### src/rtl/mc_control.sv
// Multicycle instruction-sequencing FSM: Moore controls decoded from the state, one state per cycle.
// Memory states stall on mem_ready with a bounded wait; reset aborts asynchronously and forces outputs low.
module mc_control #(
   parameter int TIMEOUT = 16
) (
   input  logic       sys_clk,
   input  logic       sys_rst,
   input  logic [5:0] opcode,
   input  logic [5:0] funct,
   input  logic       mem_ready,
   output logic       MemRead,
   output logic       MemWrite,
   output logic       IorD,
   output logic       IRWrite,
   output logic       PCWrite,
   output logic       Branch,
   output logic [1:0] PCSrc,
   output logic       ALUSrcA,
   output logic [1:0] ALUSrcB,
   output logic [2:0] ALUOp,
   output logic       RegDst,
   output logic       MemtoReg,
   output logic       RegWrite,
   output logic [3:0] state,
   output logic       instr_done,
   output logic       illegal,
   output logic       mem_err
);

   typedef enum logic [3:0] {
      S_FETCH    = 4'd0,
      S_DECODE   = 4'd1,
      S_MEMADR   = 4'd2,
      S_MEMREAD  = 4'd3,
      S_MEMWB    = 4'd4,
      S_MEMWRITE = 4'd5,
      S_EXECUTE  = 4'd6,
      S_ALUWB    = 4'd7,
      S_BRANCH   = 4'd8,
      S_ADDIEX   = 4'd9,
      S_ADDIWB   = 4'd10,
      S_JUMP     = 4'd11
   } state_t;

   typedef struct packed {
      logic       mem_read;
      logic       mem_write;
      logic       iord;
      logic       ir_write;
      logic       pc_write;
      logic       branch;
      logic [1:0] pc_src;
      logic       alu_src_a;
      logic [1:0] alu_src_b;
      logic [2:0] alu_op;
      logic       reg_dst;
      logic       memto_reg;
      logic       reg_write;
      logic       instr_done;
      logic       illegal;
      logic       mem_err;
   } ctl_t;

   localparam logic [5:0] OP_RTYPE = 6'b000000;
   localparam logic [5:0] OP_LW    = 6'b100011;
   localparam logic [5:0] OP_SW    = 6'b101011;
   localparam logic [5:0] OP_BEQ   = 6'b000100;
   localparam logic [5:0] OP_ADDI  = 6'b001000;
   localparam logic [5:0] OP_J     = 6'b000010;

   localparam logic [5:0] F_ADD = 6'b100000;
   localparam logic [5:0] F_SUB = 6'b100010;
   localparam logic [5:0] F_AND = 6'b100100;
   localparam logic [5:0] F_OR  = 6'b100101;
   localparam logic [5:0] F_SLT = 6'b101010;

   localparam logic [2:0] ALU_ADD = 3'b000;
   localparam logic [2:0] ALU_SUB = 3'b001;
   localparam logic [2:0] ALU_AND = 3'b010;
   localparam logic [2:0] ALU_OR  = 3'b011;
   localparam logic [2:0] ALU_SLT = 3'b100;

   localparam logic [7:0] L_WAIT_LAST = 8'(TIMEOUT - 1);

   state_t     r_state;
   state_t     w_next;
   state_t     w_dec_next;
   logic [7:0] r_wait_cnt;
   logic       w_wait_state;
   logic       w_timeout;
   logic       w_funct_ok;
   logic [2:0] w_funct_op;
   logic       w_dec_ok;
   ctl_t       w_ctl;

   assign w_wait_state = (r_state == S_FETCH) || (r_state == S_MEMREAD) ||
                         (r_state == S_MEMWRITE);
   // mem_ready has priority over an expiring wait budget
   assign w_timeout    = w_wait_state && !mem_ready && (r_wait_cnt == L_WAIT_LAST);

   always_comb begin
      w_funct_ok = 1'b1;
      w_funct_op = ALU_ADD;
      case (funct)
         F_ADD:   w_funct_op = ALU_ADD;
         F_SUB:   w_funct_op = ALU_SUB;
         F_AND:   w_funct_op = ALU_AND;
         F_OR:    w_funct_op = ALU_OR;
         F_SLT:   w_funct_op = ALU_SLT;
         default: w_funct_ok = 1'b0;
      endcase
   end

   always_comb begin
      w_dec_next = S_FETCH;
      w_dec_ok   = 1'b1;
      case (opcode)
         OP_LW, OP_SW: w_dec_next = S_MEMADR;
         OP_RTYPE: begin
            if (w_funct_ok) w_dec_next = S_EXECUTE;
            else            w_dec_ok   = 1'b0;
         end
         OP_BEQ:  w_dec_next = S_BRANCH;
         OP_ADDI: w_dec_next = S_ADDIEX;
         OP_J:    w_dec_next = S_JUMP;
         default: w_dec_ok   = 1'b0;
      endcase
   end

   always_comb begin
      w_next = r_state;
      case (r_state)
         S_FETCH:    if (mem_ready) w_next = S_DECODE;
         S_DECODE:   w_next = w_dec_next;
         S_MEMADR:   w_next = (opcode == OP_SW) ? S_MEMWRITE : S_MEMREAD;
         S_MEMREAD:  if (mem_ready) w_next = S_MEMWB;
         S_MEMWB:    w_next = S_FETCH;
         S_MEMWRITE: if (mem_ready) w_next = S_FETCH;
         S_EXECUTE:  w_next = S_ALUWB;
         S_ALUWB:    w_next = S_FETCH;
         S_BRANCH:   w_next = S_FETCH;
         S_ADDIEX:   w_next = S_ADDIWB;
         S_ADDIWB:   w_next = S_FETCH;
         S_JUMP:     w_next = S_FETCH;
         default:    w_next = S_FETCH;
      endcase
      if (w_timeout) w_next = S_FETCH;
   end

   // A timeout re-entering FETCH counts as a state change for the wait counter
   always_ff @(posedge sys_clk or posedge sys_rst) begin
      if (sys_rst) begin
         r_state    <= S_FETCH;
         r_wait_cnt <= '0;
      end else begin
         r_state <= w_next;
         if ((w_next != r_state) || w_timeout) r_wait_cnt <= '0;
         else if (w_wait_state && !mem_ready)  r_wait_cnt <= r_wait_cnt + 8'd1;
      end
   end

   always_comb begin
      w_ctl = '0;
      case (r_state)
         S_FETCH: begin
            w_ctl.mem_read  = 1'b1;
            w_ctl.alu_src_b = 2'b01;
            w_ctl.ir_write  = mem_ready;
            w_ctl.pc_write  = mem_ready;
         end
         S_DECODE: begin
            w_ctl.alu_src_b = 2'b11;
            w_ctl.illegal   = ~w_dec_ok;
         end
         S_MEMADR: begin
            w_ctl.alu_src_a = 1'b1;
            w_ctl.alu_src_b = 2'b10;
         end
         S_MEMREAD: begin
            w_ctl.iord     = 1'b1;
            w_ctl.mem_read = 1'b1;
         end
         S_MEMWB: begin
            w_ctl.memto_reg  = 1'b1;
            w_ctl.reg_write  = 1'b1;
            w_ctl.instr_done = 1'b1;
         end
         S_MEMWRITE: begin
            w_ctl.iord       = 1'b1;
            w_ctl.mem_write  = 1'b1;
            w_ctl.instr_done = mem_ready;
         end
         S_EXECUTE: begin
            w_ctl.alu_src_a = 1'b1;
            w_ctl.alu_op    = w_funct_op;
         end
         S_ALUWB: begin
            w_ctl.reg_dst    = 1'b1;
            w_ctl.reg_write  = 1'b1;
            w_ctl.instr_done = 1'b1;
         end
         S_BRANCH: begin
            w_ctl.alu_src_a  = 1'b1;
            w_ctl.alu_op     = ALU_SUB;
            w_ctl.pc_src     = 2'b01;
            w_ctl.branch     = 1'b1;
            w_ctl.instr_done = 1'b1;
         end
         S_ADDIEX: begin
            w_ctl.alu_src_a = 1'b1;
            w_ctl.alu_src_b = 2'b10;
         end
         S_ADDIWB: begin
            w_ctl.reg_write  = 1'b1;
            w_ctl.instr_done = 1'b1;
         end
         S_JUMP: begin
            w_ctl.pc_src     = 2'b10;
            w_ctl.pc_write   = 1'b1;
            w_ctl.instr_done = 1'b1;
         end
         default: w_ctl = '0;
      endcase
      w_ctl.mem_err = w_timeout;
   end

   // Gating with sys_rst directly makes the abort visible without a clock edge
   assign {MemRead, MemWrite, IorD, IRWrite, PCWrite, Branch, PCSrc, ALUSrcA, ALUSrcB,
           ALUOp, RegDst, MemtoReg, RegWrite, instr_done, illegal, mem_err}
          = sys_rst ? '0 : w_ctl;
   assign state = r_state;

endmodule

### config.mk
export PLATFORM = sky130hd
export DESIGN_NAME = mc_control
export DESIGN_NICKNAME = d
export VERILOG_FILES = /design/src/rtl/mc_control.sv
export SDC_FILE = /design/constraint.sdc
export NUM_CORES = 1
export LEC_CHECK = 0
export ABC_AREA = 1
export CAP_MARGIN = 30
export CORE_MARGIN = 2
export CORE_UTILIZATION = 50
export DETAILED_ROUTE_END_ITERATION = 8
export DONT_BUFFER_PORTS = 1
export PLACE_DENSITY = 0.66
export SKIP_LAST_GASP = 1
export SLEW_MARGIN = 20
export SYNTH_ARGS = -nofsm -noshare
export SYNTH_HDL_FRONTEND = slang
export SYNTH_SLANG_ARGS = --single-unit
### constraint.sdc
create_clock -name sys_clk -period 2.97 [get_ports sys_clk]
set_input_delay 0.594 -clock sys_clk [delete_from_list [all_inputs] [get_ports sys_clk]]
set_output_delay 0.594 -clock sys_clk [all_outputs]
set_load 0.01 [all_outputs]
* Word-level counts from Yosys, hierarchy flattened
Index checks and enable logic that the tools add are counted.
** Storage, ports and cells
- Register bits after elaboration :: 12
- Latch bits :: 0
- Bits in writable memories :: 0
- Memory bits (read-only) :: 0
- Input port bits :: 15
- Output and inout port bits :: 24
- Word-level logic and storage cells :: 75
- Memories :: 0
** Cells by class
- Add/sub/neg operators :: 1
- Multiply operators :: 0
- Divide/modulo/power cells :: 0
- $lt $le $gt $ge :: 0
- Equal/unequal tests :: 23
- Shift-type cells :: 0
- Multiplexer cells :: 30
- Bitwise gates (word level) :: 1
- Reduce and logical (&&, ||, !) cells :: 18
** Operators by type and width (number)
- $eq 6x6->1 const B :: 7
- $pmux 4 s7 :: 1
- $mux 20 :: 1
- $pmux 4 s5 :: 1
- $eq 4x3->1 const B :: 4
- $eq 4x4->1 const B :: 4
- $mux 4 :: 4
- $mux 8 :: 2
- $reduce_or 5->1 :: 3
- $mux 1 :: 12
- $pmux 3 s4 :: 1
- $add 8x1->8 const B :: 1
- $eq 4x2->1 const B :: 2
- $eq 8x4->1 const B :: 1
- $reduce_or 2->1 :: 4
- $eq 6x2->1 const B :: 1
- $eq 6x3->1 const B :: 1
- $eq 6x4->1 const B :: 1
- $logic_not 6->1 :: 1
- $mux 3 :: 2
- $pmux 1 s2 :: 3
- $pmux 2 s3 :: 1
- $pmux 3 s2 :: 1
- $eq 4x1->1 const B :: 1
- 10 further kinds :: 13

* Longest topological paths before layout
Gate-level depths: netlist (run 1).
- Depth after elaboration :: 10
- Gate-level depth with buffers :: 11
- Gate-level depth less buffers :: 11

* Worst setup path after synthesis (run 1)
OpenSTA, ideal clock, no wires.
- Path type :: input port to output port
- From :: input port sys_rst
- To :: output port ALUOp[0]
- Arrival :: 1.568 ns
- Required time :: 2.376 ns
- Path slack :: 0.808 ns
- Stages :: 5
- Path buffers :: 1
- Path through :: clkbuf_1 inv_1 nand2_1 a211oi_1 or2_2
** Between the ends
- Cells in the longest elaborated chain, start to end :: 1
** RTL lines
- from (decl) :: RTL line 7 : input logic sys_rst,
- $mux 20 :: RTL line 230 : = sys_rst ? '0 : w_ctl;
- to (decl) :: RTL line 20 : output logic [2:0] ALUOp,
Every way passes these cells.

* Worst setup path after layout (run 1)
- From :: register r_state[1], in the netlist state[1]
- To :: output port mem_err
** Between the ends
- Cells in the longest elaborated chain, start to end :: 6
- Elaborated cells between the ends (all ways) :: 8
- Those cells by class :: 2 x eq/ne; 1 x mux; 5 x reduce/logical
** RTL lines
- from (decl) :: RTL line 85 : state_t r_state;
- from (signal assigned) :: RTL line 156 : r_state <= w_next;
- $eq 4x2->1 / $logic_not 4->1 (equally long branches) :: RTL line 96 : assign w_wait_state = (r_state == S_FETCH) || (r_state == S_MEMREAD) ||
- $logic_or 1x1->1 :: RTL line 96
- $logic_or 1x1->1 * :: RTL line 96
- $logic_and 1x1->1 * (2 in a row) :: RTL line 99 : assign w_timeout = w_wait_state && !mem_ready && (r_wait_cnt == L_WAIT_LAST);
- $mux 20 * :: RTL line 230
- to (decl) :: RTL line 27 : output logic mem_err
Every way passes the cells marked *; elsewhere a longest branch is shown, timed or not.

==> results.json, run 1 <==
{
  "synth_top_area_share_pct": 26.06,
  "num_rows": 17,
  "synth.net_count": 190,
  "wl_met1_um": 1129,
  "cp.arrival_ns": 1.74,
  "drtIter0Drc": 26,
  "cts_made_buffers": 3,
  "htree_num_levels": 1,
  "irDropWorstVdd_v": 0.0003804,
  "path_max_fanout": 6,
  "dr_wl_met2_um": 1073,
  "track_usage_pct": 19.48,
  "synthSimpleGateAreaFrac_pct": 51.14,
  "crit_required_ns": 2.38,
  "io_pins": 39,
  "synthDistinctLibCells": 29,
  "postCtsSetupBuffers": 0,
  "setup_viol": 0,
  "whs_ns": 0.2210,
  "startpoint_type": "register",
  "root_buffer": "clkbuf_4",
  "ant_nets": 0,
  "synthAdderAreaFrac_pct": 1.086,
  "dp_slack_ns": 0.9486,
  "layout_setup_ws_ns": 0.6371,
  "wl_per_cell_um": 11.69,
  "hold_violations": 0,
  "netlist_top_cells_count": "nor2_1, nand2_1, inv_1",
  "p_leak_nw": 0.6141,
  "crit_type": "reg -> out",
  "finClkSkew_ns": 0.001783,
  "syn-cell-area_um2": 1152,
  "totalWireLength_um": 2397,
  "cts_tree": "done",
  "synth_top_family_by_area": "simple AND/OR/NAND/NOR gates",
  "seq_area_frac_synth_pct": 26.06,
  "crit_chain": "nor2_1 -> nand2_1 -> nand3_2 -> nand2_1 -> nor4_1",
  "antenna_found_initial": 0,
  "synthFlopType": "dfrtp_1",
  "slowest_stage": "dfrtp_1",
  "clkTransAtPathRegs_ns": 0.07,
  "topRoutingLayerUsed": "met4",
  "tightest_slew_ns": 0.5183,
  "syn_inst": 174,
  "core_area_um2": 2191,
  "yosys-top-cells-area": "dfrtp_1, nand3_1, nor2_1",
  "drc": 0,
  "drv_slew": 0,
  "grt_overflow_total": 0,
  "hold_path_class": "in -> async",
  "grt_pass1_wl_um": 4036,
  "synth-compound-area-share_pct": 6.949,
  "hpwl_um": 1992,
  "portBuffers": 0,
  "chipHeight_um": 52.01,
  "synth.most_common_cell": "nor2_1",
  "num_vias": 1082,
  "fin_crit_ns": 2.333,
  "gp_congestion": 0.9325,
  "initial_core_util_pct": 52.60,
  "slew_headroom_pct": 65.13,
  "finalInstanceArea_um2": 1224,
  "grt_setup_unrepaired": "no",
  "status": "finished, final reports clean",
  "layout-drive-gt1-share_pct": 19.77,
  "synthMuxAreaShare_pct": 0,
  "n_antenna_cell": 0,
  "max_clock_freq_mhz": 428.7,
  "finalCritPeriodShare_pct": 78.55,
  "end_kind": "output port",
  "ys_async_sr_fraction_pct": 100.0,
  "final_nets": 194,
  "critPathMaxStageDelay_ns": 0.50,
  "yosysTopAreaCell": "dfrtp_1",
  "crit_top_cell": "nand2_1",
  "die_area_um2": 2705,
  "synth_warnings": 0,
  "yosys.area_share.xor_xnor_pct": 4.560,
  "placed_cell_area_um2": 1187,
  "syn_to_final_growth_pct": 6.189,
  "maxCapViolCount": 0,
  "grt_max_degree": 18,
  "clkSinkCount": 12,
  "ys_ff_latch": 12,
  "clock_latency_ns": 0.27,
  "powerDensity_nw_per_um2": 610.1,
  "synth.avg_cell_area_um2": 6.623,
  "die_w_um": 52.01,
  "ctsHoldBuffers": 0,
  "setup_tns_ns": 0,
  "synth-edff-count": 0,
  "ctsResizeCount": 0,
  "dr_wl_met3_um": 183,
  "first_global_vias": 970,
  "via_per_inst": 5.278,
  "firstDrtPassIters": 4,
  "cts_buffer_depth": 2
}
==> cell type report <==
| cell class | count | area, µm² |
|---|---|---|
| Sequential cell | 12 | 300.3 |
| Clock buffer | 4 | 36.28 |
| Inverter | 29 | 110.1 |
| Multi-Input combinational cell | 131 | 734.5 |
| Timing Repair Buffer | 1 | 7.507 |
| Fill cell | 222 | 967.2 |
| Tap cell | 28 | 35.03 |
==> state kept, by name (all words and copies together), names as in the netlist <==
register / flops
r_wait_cnt: 8
state: 4
==> metrics by stage <==
step                      total power [mW]  cells  utilization [%]
after global routing                0.8104    205            55.85
after detailed placement            0.6267    201            54.20
after global placement              0.6219    201            54.20
final                               0.7465    205            55.85
after floorplan                     0.5644    174                -
after CTS                           0.7589    205            55.85
==> power by group <==
part | switching, mW | leakage [nW] | internal, mW
combinational | 0.261 | 0.430 | 0.117
sequential | 0.0490 | 0.163 | 0.193
clock | 0.0530 | 0.0210 | 0.0744
==> kinds of logic (layout without fill, tap and decap cells) <==
kind of cell	Yosys count	in the layout
xor+xnor	6	6
flops	12	12
buf+inv	31	34
simple gates	111	111
compound gates	13	13
fa+ha+maj	1	1
==> critical path, delay by kind of cell, from the launching register on <==
family / cells / cell delay, ns
DFF: 1 / 0.50
and+or+nand+nor: 5 / 0.97
==> placed cells by master, fill, tap and decap left out, drive strengths merged <==
master,n
nand3b,2
clkbuf,4
buf,1
a211oi,1
o31ai,1
nand3,24
xor2,3
nor3,13
clkinv,1
o21a,1
dfrtp,12
nor4,1
nor2,34
ha,1
inv,28
or2,1
nand2,35
a31oi,3
nor3b,1
a21oi,6
o21ai,1
xnor2,3
==> path summary, 6_finish.rpt <==
path	startpoint	to	slack [ns]	cells past startpoint
max	state[1]$_DFF_PP0_	mem_err	0.64	5
min reg2reg	r_wait_cnt[0]$_DFFE_PP0P_	r_wait_cnt[0]$_DFFE_PP0P_	0.49	1
min in group sys_clk	r_wait_cnt[0]$_DFFE_PP0P_	r_wait_cnt[0]$_DFFE_PP0P_	0.49	1
min	sys_rst	state[1]$_DFF_PP0_	0.22	2
max reg2reg	state[1]$_DFF_PP0_	r_wait_cnt[3]$_DFFE_PP0P_	1.26	9
max in group asynchronous	sys_rst	r_wait_cnt[2]$_DFFE_PP0P_	2.59	2
==> per-layer routing <==
metal	up-vias	GRT usage [%]
met2	34	29.96
li1	562	-
met1	484	27.95
met5	-	0
met4	0	3.947
met3	2	4.310
(Power assumes the default switching activity.)
==> inputs of run 2 (changes only) <==
--- a/config.mk
+++ b/config.mk
@@ -5,13 +5,13 @@
 export SDC_FILE = /design/constraint.sdc
 export NUM_CORES = 1
 export LEC_CHECK = 0
-export ABC_AREA = 1
+export ABC_AREA = 0
 export CAP_MARGIN = 30
 export CORE_MARGIN = 2
 export CORE_UTILIZATION = 50
 export DETAILED_ROUTE_END_ITERATION = 8
 export DONT_BUFFER_PORTS = 1
-export PLACE_DENSITY = 0.66
+export PLACE_DENSITY = 0.69
 export SKIP_LAST_GASP = 1
 export SLEW_MARGIN = 20
 export SYNTH_ARGS = -nofsm -noshare
==> constraint.sdc (replaced) <==
create_clock -name sys_clk -period 2 [get_ports sys_clk]
set_input_delay 0.4 -clock sys_clk [delete_from_list [all_inputs] [get_ports sys_clk]]
set_output_delay 0.4 -clock sys_clk [all_outputs]
set_load 0.01 [all_outputs]
==> run 2 against run 1 <==
Cell count increased by 27%. The run now ends with setup timing left. Routed wire length increased by 150%. Highest routed layer unchanged. Utilization up 38 points. Total power grew to 3.1 times the previous value. Critical path type unchanged. Synthesized area increased by 14%. Sequential share of layout area decreased by 11 points. Clock skew increased by 0.0043 ns.
==> results.json, run 2 <==
{
  "status": "complete, but fails checks",
  "violations": "setup timing",
  "grt_overflow_total": 0,
  "seq_area_frac_synth_pct": 22.79,
  "syn_to_final_growth_pct": 75.69,
  "io_pins": 39,
  "grt_setup_unrepaired": "yes",
  "top_register": "r_wait_cnt",
  "cts_made_buffers": 3,
  "setup_viol": 22,
  "synth-edff-count": 0,
  "synthDistinctLibCells": 49,
  "first_global_vias": 1411,
  "end_kind": "output port",
  "synthFlopType": "dfrtp_1",
  "synthMuxAreaShare_pct": 2.279,
  "via_per_inst": 6.828,
  "met1_usage_pct": 31.59,
  "utilization_pct": 93.43,
  "totalWireLength_um": 5972,
  "synth.most_common_cell": "nor2_1",
  "busiest_layer": "met2",
  "yosys.area_share.xor_xnor_pct": 7.312,
  "drtIter0Drc": 105,
  "hold_violations": 0,
  "synthSimpleGateAreaFrac_pct": 40.84,
  "max_clock_freq_mhz": 457.1,
  "die_area_um2": 3061,
  "firstDrtPassIters": 5,
  "synthAdderAreaFrac_pct": 0.9497,
  "die_w_um": 55.33,
  "synth_warnings": 0,
  "hold_path_class": "in -> async",
  "track_usage_pct": 26.80,
  "initial_core_util_pct": 53.18,
  "gr-usage-met3_pct": 4.450,
  "crit_required_ns": 1.60,
  "clkSinkCount": 12,
  "grt_pass1_wl_um": 6617,
  "finClkSkew_ns": 0.006065,
  "cts_tree": "done",
  "finalCritPeriodShare_pct": 109.4,
  "synth_top_area_share_pct": 22.79,
  "irDropWorstVdd_v": 0.0009267,
  "synth.avg_cell_area_um2": 8.183,
  "ys_ff_latch": 12,
  "htree_num_levels": 1,
  "synth.net_count": 177,
  "startpoint_type": "register",
  "syn-cell-area_um2": 1318,
  "globalRouteMet2Util_pct": 47.11,
  "ys_async_sr_fraction_pct": 100.0,
  "drv_slew": 0,
  "core_area_um2": 2477,
  "tightest_slew_ns": 0.4589,
  "synth-compound-area-share_pct": 17.76,
  "cp.arrival_ns": 1.79,
  "gp_congestion": 0.8537,
  "total_power_mw": 2.298,
  "powerDensity_nw_per_um2": 992.9,
  "layout_common_cells": "buf_4, nand2_1, nor2_1, buf_6",
  "num_rows": 18,
  "drc": 0,
  "layout_setup_ws_ns": -0.1877,
  "dp.cells": 232,
  "final_cells": 261,
  "ant_nets": 0,
  "root_buffer": "clkbuf_4",
  "slew_headroom_pct": 69.12,
  "fin_crit_ns": 2.188,
  "layout-drive-gt1-share_pct": 61.04,
  "clkTransAtPathRegs_ns": 0.08,
  "setup_tns_ns": -2.325,
  "yosys-top-cells-area": "dfrtp_1, nor4_1, nor2_1",
  "final_common_cell": "buf_4",
  "final_nets": 248,
  "placed_cell_area_um2": 1674,
  "largest_register_ffs": 8,
  "antenna_found_initial": 0,
  "nFillCells": 69,
  "path_max_fanout": 4,
  "synth_top_family_by_area": "simple AND/OR/NAND/NOR gates",
  "netlist_top_cells_count": "nor2_1, nor4_1, nand2_1",
  "p_leak_nw": 1.014,
  "grt_max_degree": 13,
  "crit_type": "reg -> out",
  "n_antenna_cell": 0,
  "cts_buffer_depth": 2,
  "wl_per_cell_um": 22.88,
  "finalInstanceArea_um2": 2315,
  "syn_inst": 161,
  "hpwl_um": 2764,
  "chipHeight_um": 55.33,
  "yosysTopAreaCell": "dfrtp_1",
  "clock_latency_ns": 0.28,
  "maxCapViolCount": 0,
  "portBuffers": 0,
  "num_vias": 1782
}
run 2: cell count changes in the layout (fill, tap and decap cells not counted), sizes merged, moves of 6 or more:
cell,before,now
or3,0,6
buf,1,74
nand3,24,2
nor4,1,16
nand2,35,14
nor2,34,18
inv,28,7
run 2: metrics by stage:
step	hold slack [ns]	worst slack (ns)
floorplan	0.2807	-0.06616
global placement	0.2382	-0.09000
detailed placement	0.2441	-0.1887
CTS	0.1586	-0.1348
global route	0.1759	-0.2484
finish	0.1981	-0.1877
run 2: cell families after synthesis:
| family | after synthesis |
|---|---|
| xor gates and xnor gates | 11 |
| adders and majority gates | 1 |
| muxes | 3 |
| AOI/OAI and AO/OA | 30 |
| DFF | 12 |
| buffers and inverters | 16 |
| and+or+nand+nor | 88 |
run 2: repair_timing:
item / in CTS / in global routing
pin swaps: 22 / 15
endpoints found under the hold margin: 3 / 0
setup buffers: 13 / 11
gates resized for setup: 45 / 40
hold buffers: 1 / 0
setup endpoints to repair: 27 / 26
run 2: where the power goes:
group          internal [mW]  leakage (nW)  switching [mW]
registers              0.278         0.159          0.0804
clock network          0.111        0.0210          0.0825
logic                  0.907         0.834           0.840
total                   1.30          1.01            1.00
run 2: worst max-delay path, stage by stage, from the launching register on:
cell and delay (ns):
dfrtp_2 0.47, nor3_2 0.30, a22oi_4 0.12, or3_4 0.38
nor3b_4 0.23
run 2: final timing paths:
kind                                                   to  slack (ns)  cells after the start                       from
min in group sys_clk                   state[3]$_DFF_PP0_        0.45                      3                  opcode[5]
worst max register to register  r_wait_cnt[7]$_DFFE_PP0P_       -0.18                      7         state[1]$_DFF_PP0_
worst max-delay path                              mem_err       -0.19                      4         state[3]$_DFF_PP0_
worst min register to register  r_wait_cnt[6]$_DFFE_PP0P_        0.64                      2  r_wait_cnt[6]$_DFFE_PP0P_
worst min-delay path            r_wait_cnt[2]$_DFFE_PP0P_        0.20                      2                    sys_rst
max in group asynchronous              state[1]$_DFF_PP0_        1.15                      2                    sys_rst
run 2: area by class of cell:
class | count | area, µm² | area share (%)
timing repair buffer | 75 | 654.4 | 28.27
clock buffer | 4 | 36.28 | 1.568
multi-input combinational | 133 | 1255 | 54.22
sequential | 12 | 305.3 | 13.19
tap | 30 | 37.54 | 1.622
inverter | 7 | 26.28 | 1.135
run 2: metal layers:
layer / vias up / part of all wire, %
li1: 744 / -
met1: 853 / 35
met2: 141 / 51
met3: 44 / 7.6
met4: 0 / 6.1
met5: - / 0
